### config.mk
export PLATFORM = sky130hd
export DESIGN_NAME = fifo_stream_reader
export DESIGN_NICKNAME = d
export VERILOG_FILES = /design/src/rtl/fifo_stream_reader.sv
export SDC_FILE = /design/constraint.sdc
export NUM_CORES = 1
export LEC_CHECK = 0
export BUFFER_PORTS_ARGS = -buffer_cell sky130_fd_sc_hd__buf_4
export CORE_MARGIN = 4
export CORE_UTILIZATION = 35
export DETAILED_ROUTE_END_ITERATION = 10
export PLACE_DENSITY = 0.64
export SLEW_MARGIN = 30
export SYNTH_ARGS = -nofsm -noshare
export SYNTH_HDL_FRONTEND = slang
export SYNTH_SLANG_ARGS = --single-unit
### constraint.sdc
create_clock -name clk -period 1.9 [get_ports clk]
set_input_delay 0.38 -clock clk [delete_from_list [all_inputs] [get_ports clk]]
set_output_delay 0.38 -clock clk [all_outputs]
set_load 0.05 [all_outputs]
### src/rtl/fifo_stream_reader.sv
// Read-side adapter for the synchronous FIFO. Issues FIFO reads, absorbs the one-cycle read
// latency in a head/skid buffer and presents the words as a valid/ready stream with a
// frame marker every BURST_LEN words.
module fifo_stream_reader #(
    parameter int unsigned WIDTH     = 8,
    parameter int unsigned BURST_LEN = 4
) (
    input  logic             clk,
    input  logic             rst,
    input  logic             enable,
    input  logic             fifo_empty,
    input  logic [WIDTH-1:0] fifo_rd_data,
    output logic             fifo_rd_en,
    output logic             m_valid,
    output logic [WIDTH-1:0] m_data,
    output logic             m_last,
    input  logic             m_ready,
    output logic [15:0]      word_count
);

    localparam logic [15:0] LAST_BEAT = 16'(BURST_LEN - 1);

    logic [1:0]       occ_q, occ_d;
    logic             inflight_q, inflight_d;
    logic [WIDTH-1:0] head_q, head_d;
    logic [WIDTH-1:0] skid_q, skid_d;
    logic [15:0]      beat_q, beat_d;
    logic [15:0]      count_q, count_d;
    logic             pop;
    logic             rd_ok;
    logic [1:0]       committed;
    logic [1:0]       occ_after;

    assign m_valid    = (occ_q != 2'd0);
    assign m_data     = head_q;
    assign m_last     = m_valid && (beat_q == LAST_BEAT);
    assign word_count = count_q;
    assign pop        = m_valid && m_ready;

    // Read issue: only request a word if a slot is guaranteed free when it lands.
    always_comb begin
        committed  = occ_q + {1'b0, inflight_q} - {1'b0, pop};
        rd_ok      = enable && !fifo_empty && (committed < 2'd2);
        // rd_ok alone feeds the inflight flop; that flop is held in reset anyway.
        fifo_rd_en = rd_ok && rst;
    end

    // Buffer, frame beat and word counter next-state.
    always_comb begin
        occ_after  = occ_q - {1'b0, pop};
        head_d     = head_q;
        skid_d     = skid_q;
        beat_d     = beat_q;
        count_d    = count_q;
        inflight_d = rd_ok;

        if (pop && (occ_q == 2'd2)) begin
            head_d = skid_q;
        end
        // Arriving word lands behind whatever is still buffered after the pop.
        if (inflight_q) begin
            if (occ_after == 2'd0) begin
                head_d = fifo_rd_data;
            end else begin
                skid_d = fifo_rd_data;
            end
        end
        occ_d = occ_after + {1'b0, inflight_q};

        if (pop) begin
            beat_d  = (beat_q == LAST_BEAT) ? 16'd0 : beat_q + 16'd1;
            count_d = count_q + 16'd1;
        end
    end

    // State registers; reset discards buffered and inflight words.
    always_ff @(posedge clk or negedge rst) begin
        if (!rst) begin
            occ_q      <= 2'd0;
            inflight_q <= 1'b0;
            head_q     <= '0;
            skid_q     <= '0;
            beat_q     <= 16'd0;
            count_q    <= 16'd0;
        end else begin
            occ_q      <= occ_d;
            inflight_q <= inflight_d;
            head_q     <= head_d;
            skid_q     <= skid_d;
            beat_q     <= beat_d;
            count_q    <= count_d;
        end
    end

endmodule

==> metrics.md, run 1 <==
| Metric | Value |
|---|---|
| Outcome | `finished, violations left` |
| Violated checks | `negative setup slack` |
| Worst reg2reg path depth | `5` |
| VDD IR max | `0.5800 mV` |
| Worst slew margin | `0.5650` |
| Switching share of power | `0.4178` |
| CTS tree | `yes` |
| Post-Synthesis Cell Area | `2349 sq um` |
| CP Capture Type | `output port` |
| Setup violation total in the final timing report | `2` |
| Final period utilization | `1.043` |
| Slew @ Worst Pin | `0.6525 ns` |
| Sequential standard cell area | `1279 sq um` |
| Final WL | `4.943 mm` |
| Cell taking the most area after synthesis | `dfrtp_1` |
| Clock Pin Slew Worst Setup and Hold Paths | `0.10 ns` |
| Synth area leaders | `dfrtp_1 (54%), xnor2_1 (6.7%), nand2_1 (4.2%), xor2_1 (4.1%), mux2_2 (3.8%)` |
| DRT Pass-1 Iters | `5` |
| Inserted Diodes | `0` |
| Final min period | `1.983 ns` |
| Syn nets | `221` |
| Total number of vias | `1714` |
| Post-synth ARST share | `1.000` |
| FF-to-FF Start | `occ_q[1]$_DFF_PN0_` |
| Pwr/cell area | `1355 nW/um^2` |
| Hold Fails Final Rpt | `0` |
| IO Count | `40` |
| Ys Warns | `0` |
| Fin. max-slew vios | `0` |
| Total GRT Usage | `0.1308` |
| First-pass GRT wire length | `8.659 mm` |
| RSZ-0062 raised after global routing | `true` |
| CTS Buf Count | `5` |
| Worst EP arrival | `1.60 ns` |
| Htree depth | `2` |
| Seq pwr share | `0.413` |
| Placeable Area | `6422 sq um` |
| Horiz. Die Dim | `89.92 microns` |
| WL per Instance | `14.67 microns` |
| Core Rows | `29` |
| Top delay family on crit path | `simple AND/OR/NAND/NOR gates` |
| Setup Skew | `0.01232 ns` |
| Worst skew pair latency | `0.30 ns` |
| Maximum fanout along the worst path | `3` |
| Drt drc | `0` |
| Clock sink count | `51` |
| CTS Root Cell | `clkbuf_8` |
| Worst R2R Setup Slack | `0.26 ns` |
| Antenna violations before repair | `0` |
| EDFF count, synth | `0` |
| Number of max-cap violations | `0` |
| Vias in the first global route | `1824` |
| Clk buf depth | `2` |
| Clock power frac | `0.164` |
| Fin nets | `275` |
| FILL cells | `612` |
| Die Y-Extent | `89.92 microns` |
| Cts hold-fix bufs | `0` |
| Vias/cell | `5.086` |
| Syn-to-layout area delta | `26.53%` |
| Count leader, synth | `dfrtp_1` |
| Crit path kind | `reg -> out` |
| Flops & latches, synth | `51` |
| RePlAce Congestion | `0.7924` |
| Antenna-violating nets left | `0` |
| Multi-input gate area | `1096 sq um` |
| CP Launch Type | `register` |
| WP depth | `5` |
| FMAX | `0.5044 GHz` |
| Grt total ovfl | `0` |
| TNS Setup | `-0.1332 ns` |
| Share of cells above drive strength 1 | `0.3385` |
| Worst path slowest cell | `dfrtp_1` |
| Worst Path Buf+Inv | `1` |
| Final WS setup | `-0.08255 ns` |
| Synth unique cells | `36` |
| Top FF cell, synth | `dfrtp_1` |
| Worst Hold Class | `in -> async` |
| Syn Inst Count | `205` |
| Syn Area/Cell | `11.46 sq um` |
| Leak pwr | `1.421 nW` |
| Combinational power share | `0.424` |
| R2R Path End | `word_count[13]$_DFFE_PN0P_` |
| Max stage delay on crit path | `0.40 ns` |
| Initial Util | `0.3657` |
| Worst path required time | `1.52 ns` |
| Post-DP HPWL | `3.345 mm` |
| Die area | `8085 sq um` |
| PortBufs | `39` |
| Switching power | `1.682 mW` |
| Place WS | `0.05934 ns` |
| Top cell type's share of synthesized area | `0.5434` |
| Sequential area share after synthesis | `0.5434` |
| Internal | `2.344 mW` |
| Top post-synthesis cells by count | `dfrtp_1 (51), nand2_1 (26), xnor2_1 (18)` |
| Largest net degree at the start of global routing | `52` |
| Worst-path cell chain | `or2b_1 -> a21oi_2 -> nor3_2 -> nor4bb_4 -> buf_6` |
| 1st-iter DRT viols | `94` |
final cells by class:
type,count,share of cell area
Multi-Input combinational cell,146,0.3688
Clock buffer,7,0.02905
Inverter,4,0.005053
Timing Repair Buffer,51,0.1314
Clock inverter,1,0.002947
Sequential cell,51,0.4303
Tap cell,77,0.03242
repair_timing:
action                     4_1_cts  5_1_grt
pin swaps                        3        1
buffers inserted                 2        2
resized for setup                7        6
setup endpoints to repair        2        2
worst register-to-register path, stage by stage, from the launching register on:
cell and delay, ns:
dfrtp_1 0.44, buf_4 0.20, o21a_4 0.25, nand4_4 0.20
nor4_1 0.31, xor2_1 0.18
power groups by stage:
stage          clock network, mW  registers [mW]  logic [mW]
3_5_place_dp                   0            1.66        1.65
2_1_floorplan                  0            2.10       0.717
6_report                   0.658            1.66        1.71
5_1_grt                    0.730            1.71        1.86
4_1_cts                    0.686            1.64        1.69
3_3_place_gp                   0            1.65        1.62
metrics by stage:
stage / power [mW] / instances / instance area [sq um] / util / hold WS (ns)
2_1_floorplan: 2.813 / 205 / 2366 / - / 0.08441
3_3_place_gp: 3.275 / 325 / 2784 / 0.4335 / 0.4570
3_5_place_dp: 3.313 / 325 / 2784 / 0.4335 / 0.4596
4_1_cts: 4.015 / 335 / 2925 / 0.4555 / 0.2428
5_1_grt: 4.295 / 337 / 2972 / 0.4627 / 0.2392
6_report: 4.026 / 337 / 2972 / 0.4627 / 0.2054
placed cells by master, fill, tap and decap left out, types with 2 or more instances in the layout:
master / instances
dfrtp_1: 49
and3_1: 4
clkbuf_8: 6
nor2_1: 9
buf_6: 2
o21ai_0: 2
nand2b_1: 2
xnor2_1: 18
o21ai_2: 2
a21oi_1: 8
nand3_1: 9
xor2_1: 11
and4_1: 3
mux2_2: 8
buf_4: 49
inv_1: 4
a2bb2oi_1: 8
a21oi_2: 2
nor3_1: 4
or2_2: 2
ha_1: 2
nand2_1: 26
dfrtp_2: 2
nand4_1: 7
nor4_2: 3
a31oi_1: 2
logic make-up after synthesis:
logic type / synth area share
fa+ha+maj: 0.01598
simple gates: 0.1998
mux: 0.03836
flops: 0.5434
buf+inv: 0.01971
xor+xnor: 0.1081
compound gates: 0.07459
flip-flops by register name, summed over array words and instances, names as in the netlist:
register and count:
word_count 16, skid_q 8, inflight_q 1, occ_q 2, beat_q 16, m_data 8
worst max-delay path by stage:
stage	start	endpoint	slack (ns)
6_report	inflight_q$_DFF_PN0_	fifo_rd_en	-0.08
5_1_grt	beat_q[1]$_DFFE_PN0P_	m_last	-0.17
4_1_cts	inflight_q$_DFF_PN0_	fifo_rd_en	-0.11
3_5_place_dp	m_ready	fifo_rd_en	0.06
3_3_place_gp	m_ready	fifo_rd_en	0.08
2_1_floorplan	inflight_q$_DFF_PN0_	fifo_rd_en	-0.007
routing by layer:
metal	GRT usage	wire length, microns	part of all wire	vias up
met5	0	0	0	-
met1	0.1594	2233	0.45	842
met2	0.2243	2437	0.49	35
met3	0.03005	177	0.036	10
li1	-	-	-	827
met4	0.05230	95	0.019	0
Power figures use the tool's default switching activity.
==> inputs of run 2 (changes only) <==
--- a/config.mk
+++ b/config.mk
@@ -6,7 +6,6 @@
 export NUM_CORES = 1
 export LEC_CHECK = 0
 export BUFFER_PORTS_ARGS = -buffer_cell sky130_fd_sc_hd__buf_4
-export CORE_MARGIN = 4
 export CORE_UTILIZATION = 35
 export DETAILED_ROUTE_END_ITERATION = 10
 export PLACE_DENSITY = 0.64
==> run 2 against run 1 <==
Effect of this change: maximum frequency down 0.48%; highest routed layer unchanged; worst setup slack worse by 0.0096 ns; critical endpoint unchanged; the run ends with design-rule violations, negative setup slack left; core utilization grew 0.62 points; critical path type unchanged; non-clock buffer count is 2 higher; largest power group unchanged.
==> metrics.md, run 2 (same netlist as run 1, synthesis figures left out) <==
| Metric | Value |
|---|---|
| Outcome | `finished, violations left` |
| Violated checks | `design-rule violations, negative setup slack` |
| Fin. max-slew vios | `0 (unchanged)` |
| Post-DP HPWL | `3.185 mm (-4.8%)` |
| Number of max-cap violations | `0 (unchanged)` |
| Horiz. Die Dim | `83.92 microns (-6.7%)` |
| Switching share of power | `0.3920 (-0.02587)` |
| 1st-iter DRT viols | `99 (+5.3%)` |
| Pwr/cell area | `1412 nW/um^2 (+4.3%)` |
| RSZ-0062 raised after global routing | `true` |
| Die Y-Extent | `83.92 microns (-6.7%)` |
| Fin nets | `277 (+0.73%)` |
| Pwr Total | `4.254 mW (+5.7%)` |
| Largest net degree at the start of global routing | `52 (unchanged)` |
| Final WL | `4.622 mm (-6.5%)` |
| Drt drc | `6 (+6)` |
| Antenna violations before repair | `0 (unchanged)` |
| Worst skew pair latency | `0.30 ns (about the same)` |
| Final min period | `1.992 ns (+0.009568 ns)` |
| Core Rows | `29 (unchanged)` |
| WHS | `0.2123 ns (+0.006830 ns)` |
| Met3 WL | `156 microns (-12%)` |
| Slew @ Worst Pin | `0.6455 ns (-0.006969 ns)` |
| Combinational power share | `0.401 (-0.023)` |
| Initial Util | `0.3657 (unchanged)` |
| Clock Pin Slew Worst Setup and Hold Paths | `0.09 ns (about the same)` |
| Vias in the first global route | `1613 (-12%)` |
| Antenna-violating nets left | `0 (unchanged)` |
| Placeable Area | `6422 sq um (unchanged)` |
| Setup violation total in the final timing report | `2 (unchanged)` |
| FMAX | `0.5020 GHz (-0.48%)` |
| Clock power frac | `0.208 (+0.044)` |
| Worst-path cell chain | `or2b_1 -> a21oi_2 -> nor3_2 -> nor4bb_4 -> buf_6` |
| Max stage delay on crit path | `0.40 ns (about the same)` |
| Share of cells above drive strength 1 | `0.3282 (-0.01022)` |
| Worst path slowest cell | `dfrtp_1` |
| Switching power | `1.667 mW (-0.88%)` |
| Seq pwr share | `0.391 (-0.022)` |
| Htree depth | `2 (unchanged)` |
| Internal | `2.586 mW (+10%)` |
| Met1 WL | `2.075 mm (-7.1%)` |
| Uppermost routed layer | `met4` |
| Worst EP arrival | `1.61 ns (about the same)` |
| Placed Cells | `324 (-0.31%)` |
| Syn-to-layout area delta | `28.24%` |
| Clock sink count | `51 (unchanged)` |
| Final non-filler cell total | `339 (+0.59%)` |
| Leak pwr | `1.449 nW (+2.0%)` |
| Worst Hold Class | `in -> async` |
| Setup Skew | `0.004934 ns (-0.007384 ns)` |
| First-pass GRT wire length | `7.734 mm (-11%)` |
| Worst path required time | `1.52 ns (about the same)` |
| Worst slew margin | `0.5697 (+0.004646)` |
| Grt total ovfl | `0 (unchanged)` |
| Die area | `7042 sq um (-13%)` |
| DRT Pass-1 Iters | `7 (+2)` |
| Hold Fails Final Rpt | `0 (unchanged)` |
| CTS tree | `yes` |
| Maximum fanout along the worst path | `3 (unchanged)` |
| Metal2 WL | `2.316 mm (-5.0%)` |
| Clk buf depth | `2 (unchanged)` |
| Most frequent cells in the layout | `dfrtp_1 (51), buf_4 (51), nand2_1 (26)` |
| VDD IR max | `0.6774 mV (+17%)` |
| Inserted Diodes | `0 (unchanged)` |
| CP Launch Type | `register` |
| Place WS | `0.03155 ns (-0.02779 ns)` |
| WL per Instance | `13.63 microns (-7.0%)` |
| Total number of vias | `1704 (-0.58%)` |
| Total GRT Usage | `0.1387 (+0.007894)` |
| CTS Root Cell | `clkbuf_8` |
| Final period utilization | `1.048 (+0.005036)` |
| PortBufs | `39 (unchanged)` |
| CP Capture Type | `output port` |
| RePlAce Congestion | `0.7450 (-6.0%)` |
| Final WS setup | `-0.09211 ns (-0.009568 ns)` |
| Vias/cell | `5.027 (-1.2%)` |
| IO Count | `40 (unchanged)` |
| CTS Buf Count | `5 (unchanged)` |
| Crit path kind | `reg -> out` |
[run 2: cell types whose count changed in the layout (fill, tap and decap cells not counted)]
cell       delta
a21oi_1       +1
clkinv_4      -1
bufinv_16     +2
nor4_1        +1
dfrtp_1       +2
clkbuf_8      -1
dfrtp_2       -2
a21oi_2       -1
nor4_2        -1
buf_4         +2
[run 2: metal layers]
metal	vias to the layer above	track usage
met3	7	0.03165
met5	-	0
met4	0	0.05643
li1	835	-
met1	832	0.1764
met2	30	0.2280
[run 2: power groups by stage]
stage	clock network, mW	registers (mW)	logic [mW]
after floorplan	0	2.10	0.717
after global placement	0	1.66	1.60
after detailed placement	0	1.67	1.62
after CTS	0.901	1.65	1.68
after global routing	0.948	1.71	1.83
final	0.885	1.66	1.71
[run 2: cell type report]
class,instances,area [sq um]
Clock buffer,6,72.57
Clock inverter,2,60.06
Fill cell,594,3411
Inverter,4,15.01
Multi-Input combinational cell,146,1086
Sequential cell,51,1276
Tap cell,77,96.34
Timing Repair Buffer,53,405.4
[run 2: per-stage QoR]
stage	TNS, ns	utilization	area [sq um]
CTS	-0.1927	0.4613	2963
finish	-0.1481	0.4689	3012
global route	-0.3480	0.4689	3012
detailed placement	0	0.4323	2776
floorplan	-0.007148	-	2366
global placement	0	0.4323	2776
[run 2: worst paths after layout]
kind | startpoint | to | slack [ns] | depth (start not counted)
max | inflight_q$_DFF_PN0_ | fifo_rd_en | -0.09 | 5
max reg2reg | beat_q[0]$_DFFE_PN0P_ | beat_q[2]$_DFFE_PN0P_ | 0.30 | 7
min in group clk | fifo_empty | inflight_q$_DFF_PN0_ | 0.25 | 2
max in group asynchronous | rst | m_data[1]$_DFF_PN0_ | 1.26 | 2
min | rst | occ_q[0]$_DFF_PN0_ | 0.21 | 2
min reg2reg | word_count[15]$_DFFE_PN0P_ | word_count[15]$_DFFE_PN0P_ | 0.47 | 1
[run 2: what timing repair did]
action	in CTS	in global routing
hold buffers	0	0
setup endpoints to repair	2	2
gates resized for setup	7	2
pin swaps	2	2
setup buffers	3	4
[run 2: worst max-delay path, delay by kind of cell, from the launching register on]
family / cells / cell delay, ns
AO/OA/AOI/OAI: 1 / 0.14
buffers and inverters: 1 / 0.19
flip-flops: 1 / 0.40
AND/OR/NAND/NOR: 3 / 0.59
==> inputs of run 3 (changes only) <==
--- a/config.mk
+++ b/config.mk
@@ -6,6 +6,7 @@
 export NUM_CORES = 1
 export LEC_CHECK = 0
 export BUFFER_PORTS_ARGS = -buffer_cell sky130_fd_sc_hd__buf_4
+export CORE_MARGIN = 2
 export CORE_UTILIZATION = 35
 export DETAILED_ROUTE_END_ITERATION = 10
 export PLACE_DENSITY = 0.64
==> constraint.sdc (replaced) <==
create_clock -name clk -period 1.9 [get_ports clk]
set_input_delay 0.285 -clock clk [delete_from_list [all_inputs] [get_ports clk]]
set_output_delay 0.285 -clock clk [all_outputs]
set_load 0.05 [all_outputs]
==> run 3 against run 2 <==
Effect of this change: the run ends with negative setup slack left; maximum frequency increased by 4.5%; clock skew up 0.0018 ns; hold slack got worse by 0.094 ns; critical path depth stayed put; largest cell class unchanged.
==> metrics.md, run 3 (same netlist as run 1, synthesis figures left out) <==
| Metric | Value |
|---|---|
| Switching share of power | `0.4225 (+0.03052)` |
| Internal | `2.254 mW (-13%)` |
| DRT Pass-1 Iters | `5 (-2)` |
| Final period utilization | `1.004 (-0.04474)` |
| CTS Buf Count | `5 (unchanged)` |
| Core Rows | `29 (unchanged)` |
| RSZ-0062 raised after global routing | `true` |
| CTS Root Cell | `clkbuf_8` |
| Most common cell after layout, fill and taps aside | `dfrtp_1` |
| FILL cells | `599 (+0.84%)` |
| Largest net degree at the start of global routing | `52 (unchanged)` |
| CP Capture Type | `output port` |
| Most frequent cells in the layout | `dfrtp_1 (49), buf_4 (43), nand2_1 (26)` |
| Outcome | `finished, violations left` |
| Violated checks | `negative setup slack` |
| Slew @ Worst Pin | `0.6462 ns (+0.0007099 ns)` |
| Post-DP HPWL | `3.134 mm (-1.6%)` |
| Crit path kind | `reg -> out` |
| CP Launch Type | `register` |
| Setup violation total in the final timing report | `1 (-1)` |
| IO Count | `40 (unchanged)` |
| Final non-filler cell total | `331 (-2.4%)` |
| Initial Util | `0.3657 (unchanged)` |
| Horiz. Die Dim | `85.92 microns (+2.4%)` |
| Vias/cell | `5.160 (+2.7%)` |
| Setup Skew | `0.006752 ns (+0.001818 ns)` |
| RePlAce Congestion | `0.7632 (+2.4%)` |
| Sequential standard cell area | `1279 sq um (+0.20%)` |
| Die area | `7381 sq um (+4.8%)` |
| Pwr Total | `3.903 mW (-8.2%)` |
| Htree depth | `2 (unchanged)` |
| Placeable Area | `6422 sq um (unchanged)` |
| Syn-to-layout area delta | `23.76%` |
| Worst EP arrival | `1.62 ns (about the same)` |
| CTS tree | `yes` |
| Clock sink count | `51 (unchanged)` |
| First-pass GRT wire length | `7.465 mm (-3.5%)` |
| Clock Pin Slew Worst Setup and Hold Paths | `0.09 ns (about the same)` |
| Clock power frac | `0.159 (-0.049)` |
| Grt total ovfl | `0 (unchanged)` |
| PortBufs | `39 (unchanged)` |
| Share of cells above drive strength 1 | `0.3228 (-0.005410)` |
| Clk buf depth | `2 (unchanged)` |
| Inserted Diodes | `0 (unchanged)` |
| Antenna-violating nets left | `0 (unchanged)` |
| Drt drc | `0 (-6)` |
| Final min period | `1.907 ns (-0.08501 ns)` |
| 1st-iter DRT viols | `95 (-4.0%)` |
| Cts hold-fix bufs | `0 (unchanged)` |
| WL per Instance | `14.00 microns (+2.7%)` |
| Vias in the first global route | `1603 (-0.62%)` |
| Die Y-Extent | `85.92 microns (+2.4%)` |
| Antenna violations before repair | `0 (unchanged)` |
| Fin nets | `269 (-2.9%)` |
| Total number of vias | `1708 (+0.23%)` |
| FMAX | `0.5244 GHz (+4.5%)` |
| Total GRT Usage | `0.1274 (-0.01133)` |
| Fin. max-slew vios | `0 (unchanged)` |
| Pwr/cell area | `1343 nW/um^2 (-4.9%)` |
| VDD IR max | `0.6046 mV (-11%)` |
| Worst skew pair latency | `0.30 ns (about the same)` |
| Final WS setup | `-0.007105 ns (+0.08501 ns)` |
| Worst path required time | `1.62 ns (+0.10 ns)` |
| Number of max-cap violations | `0 (unchanged)` |
| Seq pwr share | `0.429 (+0.038)` |
| Worst Hold Class | `in -> async` |
| Multi-input gate area | `1082 sq um (-0.35%)` |
| Leak pwr | `1.381 nW (-4.7%)` |
| Final core utilization | `0.4526 (-0.01636)` |
| Combinational power share | `0.411 (+0.010)` |
| Hold Fails Final Rpt | `0 (unchanged)` |
| Placed Cells | `319 (-1.5%)` |
| Worst slew margin | `0.5692 (about the same)` |
| Switching power | `1.649 mW (-1.1%)` |
| Maximum fanout along the worst path | `3 (unchanged)` |
| Final WL | `4.633 mm (+0.24%)` |
run 3: worst max-delay path, stage by stage, from the launching register on:
cell      delay, ns
dfrtp_2        0.42
or2b_1         0.24
a21oi_2        0.13
nor3_2         0.08
nor4bb_4       0.27
buf_6          0.19
run 3: per-layer routing:
| layer | GRT usage | up-vias | wire [microns] |
|---|---|---|---|
| li1 | - | 819 | - |
| met5 | 0 | - | 0 |
| met3 | 0.02791 | 4 | 159 |
| met4 | 0.04762 | 0 | 66 |
| met1 | 0.1753 | 846 | 2247 |
| met2 | 0.1973 | 39 | 2160 |
run 3: final timing paths:
kind / start / slack (ns) / depth (start not counted) / endpoint
min reg2reg: beat_q[15]$_DFFE_PN0P_ / 0.47 / 1 / beat_q[15]$_DFFE_PN0P_
max: inflight_q$_DFF_PN0_ / -0.007 / 5 / fifo_rd_en
max reg2reg: occ_q[0]$_DFF_PN0_ / 0.27 / 3 / skid_q[1]$_DFFE_PN0P_
min in group clk: fifo_empty / 0.16 / 2 / inflight_q$_DFF_PN0_
min: rst / 0.12 / 2 / beat_q[15]$_DFFE_PN0P_
max in group asynchronous: rst / 1.32 / 2 / occ_q[1]$_DFF_PN0_
run 3: what timing repair did:
action | in CTS | in global routing
setup endpoints to repair | 2 | 2
pin swaps | 3 | 2
buffers inserted | 3 | 1
resized for setup | 7 | 4
run 3: final cells by class:
class / count / area share
clock buffers: 5 / 0.02368
clock inverters: 3 / 0.006888
inverters: 4 / 0.005166
multi-input cells: 146 / 0.3724
flip-flops and latches: 51 / 0.4399
well taps: 77 / 0.03315
repair buffers: 45 / 0.1188
run 3: stage by stage:
| step | setup TNS (ns) | hold WS (ns) | cell area (sq um) | setup slack, ns |
|---|---|---|---|---|
| floorplan | 0 | -0.01059 | 2366 | 0.08785 |
| global placement | 0 | 0.4558 | 2739 | 0.2324 |
| detailed placement | 0 | 0.4620 | 2739 | 0.2077 |
| CTS | -0.01188 | 0.1472 | 2875 | -0.01188 |
| global route | -0.1965 | 0.1486 | 2907 | -0.1098 |
| finish | -0.007105 | 0.1182 | 2907 | -0.007105 |
run 3: power groups by stage:
| stage | Combinational, mW | Clock, mW | Sequential [mW] |
|---|---|---|---|
| floorplan | 0.717 | 0 | 2.10 |
| global placement | 1.53 | 0 | 1.69 |
| detailed placement | 1.55 | 0 | 1.69 |
| CTS | 1.59 | 0.654 | 1.67 |
| global route | 1.73 | 0.695 | 1.72 |
| finish | 1.61 | 0.621 | 1.68 |
